`src/rtl/sdnf_lut_scan.sv`:
```
`default_nettype none
// ============================================================================
//  Module   : sdnf_lut_scan
//  Purpose  : Runtime-programmable sum-of-minterms function unit. Holds a
//             2**N-bit truth table that is loaded serially (minterm 0 first).
//             It evaluates the function with one cycle of latency, and it
//             streams the indices of the set minterms out through a
//             valid/ready port, reporting the minterm count at the end.
//  Ports    : clk, rst_n (sync, active-low)
//             cfg_valid/cfg_bit/cfg_ready   serial table load
//             eval_valid/in/eval_ready      evaluation request
//             f_valid/f                     evaluation result
//             scan_start/scan_busy          scan control
//             m_valid/m_index/m_ready       minterm index stream
//             scan_done/m_count             scan completion and count
//  Revision : 1.0  initial release
// ============================================================================
module sdnf_lut_scan #(
    parameter int N = 5
) (
    input  logic         clk,
    input  logic         rst_n,
    input  logic         cfg_valid,
    input  logic         cfg_bit,
    output logic         cfg_ready,
    input  logic         eval_valid,
    input  logic [N-1:0] in,
    output logic         eval_ready,
    output logic         f_valid,
    output logic         f,
    input  logic         scan_start,
    output logic         scan_busy,
    output logic         m_valid,
    output logic [N-1:0] m_index,
    input  logic         m_ready,
    output logic         scan_done,
    output logic [N:0]   m_count
);

    localparam int TT_W = 2**N;
    localparam logic [N:0]   c_load_last = (N+1)'(TT_W - 1);
    localparam logic [N-1:0] c_idx_last  = N'(TT_W - 1);

    typedef enum logic [1:0] {
        S_IDLE = 2'd0,
        S_LOAD = 2'd1,
        S_SCAN = 2'd2
    } state_t;

    state_t          r_state;
    state_t          w_state_nxt;
    logic [TT_W-1:0] r_table;
    logic [N:0]      r_load_cnt;
    logic [N-1:0]    r_idx;
    logic [N:0]      r_run_cnt;
    logic [N:0]      r_m_count;
    logic            r_f;
    logic            r_f_valid;
    logic            r_scan_done;

    logic            w_cfg_acc;
    logic            w_eval_acc;
    logic            w_scan_go;
    logic            w_scan_adv;
    logic            w_cur_bit;
    logic [N:0]      w_run_inc;

    assign w_cur_bit = r_table[r_idx];
    assign w_run_inc = r_run_cnt + {{N{1'b0}}, w_cur_bit};

    // Next-state and handshake outputs
    always_comb begin
        w_state_nxt = r_state;
        cfg_ready   = 1'b0;
        eval_ready  = 1'b0;
        scan_busy   = 1'b0;
        m_valid     = 1'b0;
        w_scan_go   = 1'b0;
        w_scan_adv  = 1'b0;
        case (r_state)
            S_IDLE: begin
                cfg_ready  = 1'b1;
                eval_ready = 1'b1;
                // A cfg bit wins over scan_start in the same cycle
                if (cfg_valid) begin
                    w_state_nxt = S_LOAD;
                end else if (scan_start) begin
                    w_scan_go   = 1'b1;
                    w_state_nxt = S_SCAN;
                end
            end
            S_LOAD: begin
                cfg_ready = 1'b1;
                if (cfg_valid && (r_load_cnt == c_load_last)) begin
                    w_state_nxt = S_IDLE;
                end
            end
            S_SCAN: begin
                scan_busy = 1'b1;
                m_valid   = w_cur_bit;
                // Zero entries are skipped in one cycle; set entries wait for the sink
                w_scan_adv = !w_cur_bit || m_ready;
                if (w_scan_adv && (r_idx == c_idx_last)) begin
                    w_state_nxt = S_IDLE;
                end
            end
            default: begin
                w_state_nxt = S_IDLE;
            end
        endcase
    end

    assign w_cfg_acc  = cfg_valid && cfg_ready;
    assign w_eval_acc = eval_valid && eval_ready;

    always_ff @(posedge clk) begin
        if (!rst_n) begin
            r_state     <= S_IDLE;
            r_table     <= '0;
            r_load_cnt  <= '0;
            r_idx       <= '0;
            r_run_cnt   <= '0;
            r_m_count   <= '0;
            r_f         <= 1'b0;
            r_f_valid   <= 1'b0;
            r_scan_done <= 1'b0;
        end else begin
            r_state     <= w_state_nxt;
            r_f_valid   <= w_eval_acc;
            r_scan_done <= 1'b0;

            // Reads the table as it was before any shift at this same edge
            if (w_eval_acc) begin
                r_f <= r_table[in];
            end

            // Right shift with new bit at MSB: after TT_W bits, bit k = k-th bit sent
            if (w_cfg_acc) begin
                r_table <= {cfg_bit, r_table[TT_W-1:1]};
                if (r_load_cnt == c_load_last) begin
                    r_load_cnt <= '0;
                end else begin
                    r_load_cnt <= r_load_cnt + {{N{1'b0}}, 1'b1};
                end
            end

            if (w_scan_go) begin
                r_idx     <= '0;
                r_run_cnt <= '0;
            end else if (w_scan_adv) begin
                // The last index rolls over to 0, leaving the index cleared for next time
                r_idx     <= r_idx + {{(N-1){1'b0}}, 1'b1};
                r_run_cnt <= w_run_inc;
                if (r_idx == c_idx_last) begin
                    r_m_count   <= w_run_inc;
                    r_scan_done <= 1'b1;
                end
            end
        end
    end

    assign f_valid   = r_f_valid;
    assign f         = r_f;
    assign m_index   = r_idx;
    assign scan_done = r_scan_done;
    assign m_count   = r_m_count;

endmodule
`default_nettype wire

```
`config.mk`:
```
export PLATFORM = sky130hd
export DESIGN_NAME = sdnf_lut_scan
export DESIGN_NICKNAME = d
export VERILOG_FILES = /design/src/rtl/sdnf_lut_scan.sv
export SDC_FILE = /design/constraint.sdc
export NUM_CORES = 1
export LEC_CHECK = 0
export CAP_MARGIN = 20
export CORE_MARGIN = 1
export CORE_UTILIZATION = 40
export DETAILED_ROUTE_END_ITERATION = 6
export MAX_ROUTING_LAYER = met4
export PLACE_DENSITY = 0.68
export SLEW_MARGIN = 15
export SYNTH_ARGS = -nofsm -noshare
export SYNTH_HDL_FRONTEND = slang
export SYNTH_SLANG_ARGS = --single-unit
```
`constraint.sdc`:
```
create_clock -name clk -period 6.3 [get_ports clk]
set_clock_uncertainty 0.1 [all_clocks]
set_input_delay 1.26 -clock clk [delete_from_list [all_inputs] [get_ports clk]]
set_output_delay 1.26 -clock clk [all_outputs]
set_load 0.02 [all_outputs]
```
==> summary.md <==
| Metric | Value |
|---|---|
| Count of buffers added by post-CTS timing repair for setup | 0 |
| Yosys reg bits | 60 |
| Main synth FF type | dfxtp_1 |
| Weighted congestion reported at the end of routability-driven placement | 0.841 |
| Initial core utilization | 42.3% |
| Number of flops mapped to enable cells by yosys | 0 |
| Leakage power figure | 1.19 nW |
| Register area share after synthesis | 40.9% |
| Pre-CTS worst setup slack | 2.19 ns |
| Synthesized net count | 349 |
| Root Driver | clkbuf_8 |
| Maximum number of pins on one net before global-route repair | 39 |
| Leading cell type in the layout, fill and taps excluded | nand2_1 |
| Highest-count cells in the layout ignoring fill and taps | nand2_1, dfxtp_1, a21oi_1 |
| Maximum clock frequency | 224 MHz |
| Skew-Pair Late Insertion Delay | 0.33 ns |
| Outcome | completed |
| Finished layout cell area | 3450 um^2 |
| Number of nets in the layout | 371 |
| Worst voltage drop across the vdd grid | 82.9 uV |
| Clock-pin slew on the worst setup and hold paths | 0.06 ns |
| Total inserted antenna cells | 0 |
| Number of H-tree branching levels | 3 |
| Number of iterations in the first detailed-routing pass | 4 |
| Routed WL | 6150 um |
| Async S/R FF share, synth | 0% |
| Total number of vias | 2378 |
| PwrDens | 215 nW/um^2 |
| Remaining number of nets flagged by the antenna check after routing | 0 |
| Critical path class | reg -> out |
| Type of the worst min-delay path | reg -> reg |
| Max Cap Violations | 0 |
| RSZ-0062 raised after global routing | no |
| Yosys warns | 0 |
| Final Hold Vio Count | 0 |
| Total track usage | 18.7% |
| Endpoint type of the worst setup path | primary output |
| Total of cells resized after clock tree synthesis | 0 |
| Worst max-slew margin expressed relative to the limit | 59.6% |
| Critical Path Start Type | flip-flop |
| Die Ht | 87.7 um |
| Antenna violations before repair | 0 |
| Worst Slack Setup Final | 1.84 ns |
| Core Box Area | 6940 um^2 |
| DRT iter0 DRCs | 111 |
| Summed instance area of the synthesized netlist | 2940 um^2 |
| Gate count of the mapped netlist | 332 |
| TritonCTS clock tree | built |
| Number of buffers created by CTS | 9 |
| Global-route congestion overflow total | 0 |
| Max FO, Critical Path | 15 |
| Number of setup violations in the final report | 0 |
| Site Rows | 30 |
| Mean area per synthesized cell | 8.85 um^2 |
| Clock period minus final worst setup slack | 4.46 ns |
| Detailed-placement wirelength estimate | 4270 um |
| Final Cycle Share | 70.8% |
| Count of buffers inserted at the top-level ports | 29 |
| Per-cell via count in the routed design | 5.23 |
| Arrival time worst endpoint | 3.10 ns |
| DRC viols | 0 |
| Max Root-Sink Buffers | 2 |
| Share of final-layout standard cells stronger than drive strength 1 | 9.75% |
| Wire per inst | 13.5 um |
| Final Slew Violations | 0 |
| Clock sink count | 60 |
| IO Pins | 30 |
| Area added between synthesis and finish | 17.4% |
| Required time of the critical path | 4.94 ns |
| Vias in the first global route | 2284 |
| Sum Neg Setup Slack | 0 ns |
| Number of hold buffers added after CTS | 0 |
| Netlist cell types | 39 |
| Slew at the pin closest to its max-slew limit | 0.605 ns |
| Floorplan die area | 7690 um^2 |
| Post-Place Cell Area | 3290 um^2 |
| Global-route wire length before repair | 10600 um |
| Width of the chip | 87.7 um |
-- logic make-up (layout without fill, tap and decap cells) --
group           count (synthesis)  in the layout  synth area share [%]
fa+ha+maj                       5              5                  2.13
buf+inv                        25             52                  3.49
flops                          60             60                  40.9
compound gates                 56             56                  11.5
xor+xnor                       13             13                  3.87
simple gates                  139            139                  20.4
mux                            34             34                  17.8
-- state kept, by name, indices dropped and copies added, names as in the netlist --
register	count
m_count	6
scan_done	1
r_run_cnt	6
f	1
f_valid	1
m_index	5
r_load_cnt	6
r_table	32
r_state	2
-- synthesized netlist by cell type, drive strengths merged, types with 2 or more instances --
library cell,n,area (um^2)
nand2,90,338
a21oi,40,200
or3,2,12.5
nand3,4,20.0
nand3b,2,15.0
dfxtp,60,1200
clkbuf,18,67.6
mux4,14,323
nand4,2,12.5
and3,3,18.8
inv,4,15.0
ha,5,62.6
buf,3,20.0
o311ai,2,17.5
nand2b,2,12.5
o21ai,4,20.0
xnor2,3,26.3
o31ai,3,36.3
nor3,6,30.0
mux2i,20,200
xor2,10,87.6
nor2,23,88.8
-- report_power, final --
part	leakage (nW)	internal, W	switching, W
combinational	0.617	0.0000231	0.0000355
sequential	0.485	0.000384	0.00000580
clock	0.0844	0.000153	0.000140
-- per-layer routing --
metal | wire length [um] | track usage (%) | vias to the layer above
met2 | 2860 | 28.5 | 39
met1 | 2970 | 22.9 | 1139
met3 | 217 | 5.84 | 7
met5 | 0 | - | -
li1 | - | - | 1193
met4 | 101 | 7.75 | 0
-- worst max-delay path: stages (launching register included) --
cell and delay (ns):
dfxtp_1 0.70, mux4_1 0.61, and3_1 0.20, a211oi_2 0.53, nor3_1 0.15, clkdlybuf4s50_1 0.57
-- per-stage QoR --
step	power [W]	utilization, %	hold slack (ns)	std cells
after floorplan	0.000435	-	0.343	332
after global placement	0.000456	47.3	0.340	439
after detailed placement	0.000457	47.3	0.354	439
after CTS	0.000752	49.7	0.363	455
after global routing	0.000776	49.7	0.372	455
final	0.000741	49.7	0.357	455
-- path summary, 6_finish.rpt --
check	slack (ns)	end	cells past startpoint	from
hold / removal	0.36	m_count[4]$_SDFFE_PN0P_	2	m_count[4]$_SDFFE_PN0P_
setup / recovery	1.84	m_valid	5	m_index[1]$_SDFFE_PP0N_
setup reg to reg	2.98	r_run_cnt[4]$_SDFFE_PP0N_	11	m_index[1]$_SDFFE_PP0N_
hold reg to reg	0.36	m_count[4]$_SDFFE_PN0P_	2	m_count[4]$_SDFFE_PN0P_
-- area by class of cell --
class | count | area [um^2]
Sequential cell | 60 | 1200
Tap cell | 96 | 120
Multi-Input combinational cell | 247 | 1640
Timing Repair Buffer | 32 | 313
Inverter | 4 | 15.0
Clock buffer | 14 | 153
Fill cell | 670 | 3490
Clock inverter | 2 | 10.0
(Power assumes the default switching activity.)
